===== src/rtl/memory_mutator_ida.sv =====
// Store-path memory formatter: lane-aligns store data, runs a valid/ack bus write, reports done/errors.
// Optional MEM_SPLIT_STORE_EN: misaligned half/word stores become two bus writes instead of an error.
module memory_mutator_ida #(
    parameter int ADDR_W = 32
) (
    input  logic              clk,
    input  logic              rst,
    input  logic              req_valid,
    output logic              req_ready,
    input  logic [ADDR_W-1:0] req_addr,
    input  logic [31:0]       req_data,
    input  logic [1:0]        access_size,
    output logic              mem_we,
    output logic [ADDR_W-1:0] mem_addr,
    output logic [31:0]       mem_wrdata,
    output logic [3:0]        mem_byte_en,
    input  logic              mem_ack,
    output logic              done,
    output logic              misaligned_flag,
    output logic              misaccess_flag
);
    typedef enum logic [1:0] {S_IDLE = 2'd0, S_WRITE = 2'd1, S_WRITE2 = 2'd2, S_ERR = 2'd3} state_t;

    state_t            state_q, state_d;
    logic              accept, illegal, misal, to_err, split_w;
    logic [1:0]        off;
    logic [3:0]        mask, lo_be;
    logic [31:0]       dm, lo_wd;
    logic [ADDR_W-1:0] addr_q;
    logic [3:0]        be_q;
    logic [31:0]       wd_q;
    logic              acc_q, done_q, mis_fl_q, acc_fl_q;
    logic              done_d, mis_fl_d, acc_fl_d;

    assign accept  = req_valid && req_ready;
    assign off     = req_addr[1:0];
    assign illegal = (access_size == 2'b00);

    // Size decode: lane mask before shifting, data masked to the access width.
    always_comb begin
        mask  = 4'b0000;
        dm    = '0;
        misal = 1'b0;
        case (access_size)
            2'b01: begin mask = 4'b0001; dm = {24'b0, req_data[7:0]}; end
            2'b10: begin mask = 4'b0011; dm = {16'b0, req_data[15:0]}; misal = (off == 2'd3); end
            2'b11: begin mask = 4'b1111; dm = req_data; misal = (off != 2'd0); end
            default: ;
        endcase
    end

`ifdef MEM_SPLIT_STORE_EN
    logic [7:0]  be_w;
    logic [63:0] wd_w;
    logic [3:0]  hi_be_q;
    logic [31:0] hi_wd_q;
    logic        split_q;

    // Shift into an 8-lane window: upper half is the second (addr+4) write.
    assign be_w    = {4'b0000, mask} << off;
    assign wd_w    = {32'b0, dm} << {off, 3'b000};
    assign lo_be   = be_w[3:0];
    assign lo_wd   = (access_size == 2'b01) ? {4{req_data[7:0]}} : wd_w[31:0];
    assign to_err  = illegal;
    assign split_w = split_q;
`else
    logic mis_q;

    assign lo_be   = mask << off;
    assign lo_wd   = (access_size == 2'b01) ? {4{req_data[7:0]}} : (dm << {off, 3'b000});
    assign to_err  = illegal || misal;
    assign split_w = 1'b0;
`endif

    always_ff @(posedge clk or posedge rst) begin
        if (rst) state_q <= S_IDLE;
        else     state_q <= state_d;
    end

    always_comb begin
        state_d = state_q;
        case (state_q)
            S_IDLE:   if (accept) state_d = to_err ? S_ERR : S_WRITE;
            S_WRITE:  if (mem_ack) state_d = split_w ? S_WRITE2 : S_IDLE;
            S_WRITE2: if (mem_ack) state_d = S_IDLE;
            default:  state_d = S_IDLE;
        endcase
    end

    always_comb begin
        req_ready = (state_q == S_IDLE);
        mem_we    = (state_q == S_WRITE) || (state_q == S_WRITE2);
        done_d    = (state_q == S_ERR) ||
                    (mem_ack && (((state_q == S_WRITE) && !split_w) || (state_q == S_WRITE2)));
        acc_fl_d  = (state_q == S_ERR) && acc_q;
`ifdef MEM_SPLIT_STORE_EN
        mis_fl_d  = 1'b0;
`else
        mis_fl_d  = (state_q == S_ERR) && mis_q;
`endif
    end

    always_ff @(posedge clk or posedge rst) begin
        if (rst) begin
            addr_q   <= '0;
            be_q     <= '0;
            wd_q     <= '0;
            acc_q    <= 1'b0;
            done_q   <= 1'b0;
            mis_fl_q <= 1'b0;
            acc_fl_q <= 1'b0;
`ifdef MEM_SPLIT_STORE_EN
            hi_be_q  <= '0;
            hi_wd_q  <= '0;
            split_q  <= 1'b0;
`else
            mis_q    <= 1'b0;
`endif
        end else begin
            done_q   <= done_d;
            mis_fl_q <= mis_fl_d;
            acc_fl_q <= acc_fl_d;
            if (accept) begin
                addr_q <= {req_addr[ADDR_W-1:2], 2'b00};
                be_q   <= lo_be;
                wd_q   <= lo_wd;
                acc_q  <= illegal;
`ifdef MEM_SPLIT_STORE_EN
                hi_be_q <= be_w[7:4];
                hi_wd_q <= wd_w[63:32];
                split_q <= misal && !illegal;
            end else if ((state_q == S_WRITE) && mem_ack && split_q) begin
                addr_q <= addr_q + ADDR_W'(4);
                be_q   <= hi_be_q;
                wd_q   <= hi_wd_q;
`else
                mis_q  <= misal && !illegal;
`endif
            end
        end
    end

    assign mem_addr        = addr_q;
    assign mem_byte_en     = be_q;
    assign mem_wrdata      = wd_q;
    assign done            = done_q;
    assign misaligned_flag = mis_fl_q;
    assign misaccess_flag  = acc_fl_q;
endmodule


===== config.mk =====
export PLATFORM = sky130hd
export DESIGN_NAME = memory_mutator_ida
export DESIGN_NICKNAME = d
export VERILOG_FILES = /design/src/rtl/memory_mutator_ida.sv
export SDC_FILE = /design/constraint.sdc
export NUM_CORES = 1
export LEC_CHECK = 0
export ABC_CLOCK_PERIOD_IN_PS = 4000
export CORE_ASPECT_RATIO = 1.5
export CORE_MARGIN = 2
export CORE_UTILIZATION = 40
export DETAILED_ROUTE_END_ITERATION = 10
export PLACE_DENSITY = 0.81
export SYNTH_ARGS = -nofsm -noshare
export SYNTH_HDL_FRONTEND = slang
export SYNTH_SLANG_ARGS = --single-unit

===== constraint.sdc =====
create_clock -name clk -period 4 [get_ports clk]
set_clock_uncertainty 0.2 [all_clocks]
set_input_delay 0.8 -clock clk [delete_from_list [all_inputs] [get_ports clk]]
set_output_delay 0.8 -clock clk [all_outputs]
set_load 0.01 [all_outputs]

# Word-level counts from Yosys, hierarchy flattened
# Index checks and enable logic that the tools add are counted.
[op_classes]
reduce_logical = 14
eq_ne = 9
shifts = 2
n_mux = 8
[op_table]
columns = ["cell", "n"]
rows = [
  ["case mux 32 bit (3 select lines)", 1],
  ["2-to-1 mux 32 bit", 1],
  ["<< shifter 32 x 5 -> 32 bit", 1],
  ["case mux 4 bit (3 select lines)", 1],
  ["== test 2 bit (second input constant)", 5],
  ["2-to-1 mux 2 bit", 3],
  ["logical AND 1 bit", 5],
  ["== test 2 x 1 -> 1 bit (second input constant)", 2],
  ["zero test 2 bit", 2],
  ["!= test 2 x 1 -> 1 bit (second input constant)", 2],
  ["case mux 2 bit (2 select lines)", 1],
  ["<< shifter 4 x 2 -> 4 bit", 1],
  ["logical OR 1 bit", 3],
  ["case mux 1 bit (2 select lines)", 1],
  ["AND reduction 2 bit", 1],
  ["nonzero test 2 bit", 1],
  ["OR reduction 2 bit", 1],
  ["zero test 1 bit", 1],
]
[word_totals]
output_inout_bits = 73
register_bits = 73

# Longest topological paths before layout
[depth]
depth_word = 6
depth_mapped = 7

# Least setup slack after synthesis
# Ideal clock, no wire load.
[synth_timing]
path_type = "in2reg"
startpoint = "in access_size[0]"
endpoint = "reg wd_q[17], in the netlist mem_wrdata[17]"
stages = 5
t_arrival_ps = 1621
path_buffers = 2
path_slack_ps = 2053
setup_ps = 126
required_time_ps = 3674
path_cell_list = "buf_6 > nor2b_1 > buf_6 > a22o_1 > a221o_1"
[synth_via]
elab_chain_cells = 4
[synth_rtl]
columns = ["element", "line_no", "text"]
rows = [
  ["start, declared", "12", "input logic [1:0] access_size,"],
  ["== test 2 bit / == test 2 x 1 -> 1 bit (equally long branches)", "44, 70", ""],
  ["case mux 32 bit (3 select lines)", "44", "case (access_size)"],
  ["<< shifter 32 x 5 -> 32 bit", "70", "assign lo_wd = (access_size == 2'b01) ? {4{req_data[7:0]}} : (dm << {off, 3'b000});"],
  ["2-to-1 mux 32 bit (*)", "70", ""],
  ["end signal, assigned", "126", "wd_q <= lo_wd;"],
  ["end, declared", "31", "logic [31:0] wd_q;"],
]
# Mark *: on every way between the ends. The rest lies on a longest branch, timed or not.
# A chain may end at the register's enable or synchronous reset.

# Worst setup path after layout
[layout_timing]
startpoint = "in access_size[1]"
endpoint = "reg wd_q[26], in the netlist mem_wrdata[26]"
# Same word-level chain as after synthesis.

==> results.yml <==
timing:
  period_minus_slack_ns: 2.68
  slew-limit-headroom_pct: 47.3
  finalCritPeriodShare_pct: 67.0
  setup_violations: 0
  maxSlewViolCount: 0
  final.setup.tns_ns: 0
  fmax_ghz: 0.373
  tightest_slew_ns: 0.789
  grt_setup_unrepaired: "no"
  finalHoldViolations: 0
floorplanning:
  ios: 143
  dieArea_sq_um: 9580
  start_util_pct: 41.6
  rows: 41
  die_w_um: 80.6
  core_sq_um: 8460
  die_h_um: 119
place:
  hpwl_um: 6570
  portBuffers: 140
  gp_congestion: 0.851
  place_inst: 504
final_layout:
  antenna_cells: 0
  syn_to_final_growth_pct: 47.0
  postLayoutCoreUtil_pct: 61.1
  final_nets: 480
  stdcell_count: 518
  num-fill-cells: 693
  drive_above_1_share_pct: 16.8
setup_path:
  r2r_end: "mem_wrdata[26]$_DFFE_PP0P_"
  crit_path_start: "access_size[1]"
  path_max_fanout: 21
  reg2reg_slack_ns: 1.85
  r2r-start: "state_q[1]$_DFFE_PP0P_"
  cp-end-kind: "register"
  crit_path_end: "mem_wrdata[26]$_DFFE_PP0P_"
  worstSetupStartpointType: "input port"
  crit_type: "in2reg"
  slowest_stage: "clkdlybuf4s50_1"
  slowest_delay_ns: 0.87
  worstPathCellList: "clkdlybuf4s50_1 > and4b_1 > nand2_2 > o221ai_1"
  r2r_cells: 6
  worstPathArrival_ns: 2.71
  cp.required_ns: 4.03
cts:
  cts_tree: "built"
  clock_sinks: 73
  clk_path_buf_depth: 2
  clkTransAtPathRegs_ns: 0.05
  cts_htree_levels: 3
  cts_resized: 0
  cts_root_buf: "clkbuf_16"
  numCtsBuffers: 9
  post_cts.repair.setup_buffers: 0
  clk_latency_ns: 0.32
  cts_hold_buf: 0
synthesis:
  synth_top_area_cell: "dfrtp_1"
  syn_area_sq_um: 3520
  ys_top_cells_by_area: "dfrtp_1, mux2_2, a22oi_1"
  yosysTopAreaCellShare_pct: 51.9
  yosys-top-cells-count: "dfrtp_1, mux2_2, a22oi_1"
  yosysMostFrequentCell: "dfrtp_1"
  synth-async-reset-ratio_pct: 100
  synth_ff_type: "dfrtp_1"
  synth_cells: 277
  syn_avg_cell_area_sq_um: 12.7
  postSynthRegisterBits: 73
  ys.warnings.count: 0
  yosys.cell_types.count: 43
  synth_edf_count: 0
  ys_seq_area_share_pct: 51.9
detailed_routing:
  vias: 2739
  antenna_left: 0
  drt-total-wl_um: 9010
  drt_iter0_markers: 138
  drt-vias-per-instance: 5.29
  post_drt_wl_per_cell_um: 17.4
  route.detailed.drc: 0
  drt_first_pass_iters: 4
pwr:
  p_comb_share_pct: 43.9
  intPower_w: 0.00242
  pwr_density_cell_nw_per_um2: 667
  switching_share_pct: 30.0
  p_leak_nw: 2.17
  switching_power_w: 0.00103
  clockPowerShare_pct: 20.6
  p_seq_share_pct: 35.5
  ir_drop_mv: 0.293
global_routing:
  grt_overflow_total: 0
  antenna_found_initial: 0
  grt_start_max_net_pins: 52
  grt_use_total_pct: 19.2
  grt_pass1_vias: 2817
  grt_pass1_wl_um: 14000
flow_run:
  drv_cap: 0
run_status:
  outcome: "complete, no violations"
worst_hold_path:
  hp-class: "reg2reg"
cells by family after synthesis:
group | after synthesis | share of synthesized area, %
buf+inv | 28 | 5.62
other cells | 1 | 0.107
flops | 73 | 51.9
compound gates | 78 | 17.8
simple gates | 47 | 7.93
mux | 47 | 15.6
fa+ha+maj | 3 | 0.996
cell usage in the layout, fill, tap and decap left out, types with 5 or more instances in the layout:
master	count
a221o_1	8
a22o_1	16
a22oi_1	24
and2_1	5
and2_2	6
clkbuf_16	9
clkdlybuf4s50_1	140
dfrtp_1	73
mux2_2	31
mux2_4	8
mux2i_1	8
nand2_1	15
nor2_1	5
o21ai_0	7
o21ai_1	6
o221ai_1	8
worst min path at each step:
| stage | from | cells after the start | endpoint | slack (ns) |
|---|---|---|---|---|
| 2_1_floorplan | mis_q$_DFFE_PP0P_ | 2 | mis_q$_DFFE_PP0P_ | 0.24 |
| 3_3_place_gp | mem_wrdata[8]$_DFFE_PP0P_ | 2 | mem_wrdata[8]$_DFFE_PP0P_ | 0.26 |
| 3_5_place_dp | mem_byte_en[1]$_DFFE_PP0P_ | 2 | mem_byte_en[1]$_DFFE_PP0P_ | 0.28 |
| 4_1_cts | mem_byte_en[1]$_DFFE_PP0P_ | 2 | mem_byte_en[1]$_DFFE_PP0P_ | 0.29 |
| 5_1_grt | mem_byte_en[0]$_DFFE_PP0P_ | 2 | mem_byte_en[0]$_DFFE_PP0P_ | 0.31 |
| 6_report | mem_byte_en[0]$_DFFE_PP0P_ | 2 | mem_byte_en[0]$_DFFE_PP0P_ | 0.28 |
registers in the layout, summed over array words and instances, names as in the netlist:
register         cells
acc_q                1
misaligned_flag      1
mem_byte_en          4
mem_addr            30
mis_q                1
done                 1
mem_wrdata          32
misaccess_flag       1
state_q              2
cell type report:
cell class / count / area (sq um) / area share, %
inverters: 4 / 15.0 / 0.290
clock buffers: 14 / 264 / 5.10
well taps: 107 / 134 / 2.59
flip-flops and latches: 73 / 1830 / 35.3
repair buffers: 143 / 1440 / 27.8
multi-input cells: 177 / 1500 / 28.9
power groups by stage:
stage / registers, W / logic, W / clock network, W
finish: 0.00122 / 0.00151 / 0.000711
global route: 0.00127 / 0.00162 / 0.000774
CTS: 0.00123 / 0.00153 / 0.000736
detailed placement: 0.00123 / 0.00153 / 0
global placement: 0.00122 / 0.00150 / 0
floorplan: 0.00136 / 0.000594 / 0
critical path: cells and delay by family:
family | cells | cell delay, ns
buffers and inverters | 1 | 0.87
and+or+nand+nor | 2 | 0.78
AOI/OAI and AO/OA | 1 | 0.25
metal layers:
layer / track usage [%] / wire length, um / up-vias
li1: - / - / 1295
met1: 23.1 / 3610 / 1285
met2: 31.9 / 4550 / 144
met3: 5.08 / 646 / 15
met4: 8.47 / 199 / 0
met5: 0 / 0 / -
per-stage QoR:
| step | worst slack, ns | hold slack, ns | power [W] | area (sq um) |
|---|---|---|---|---|
| floorplan | 1.15 | 0.242 | 0.00195 | 3520 |
| global placement | 1.11 | 0.263 | 0.00273 | 4910 |
| detailed placement | 1.04 | 0.278 | 0.00276 | 4910 |
| CTS | 1.29 | 0.291 | 0.00350 | 5170 |
| global route | 1.20 | 0.307 | 0.00366 | 5170 |
| finish | 1.32 | 0.284 | 0.00345 | 5170 |
Note: power is estimated with default switching activity, not from simulation.
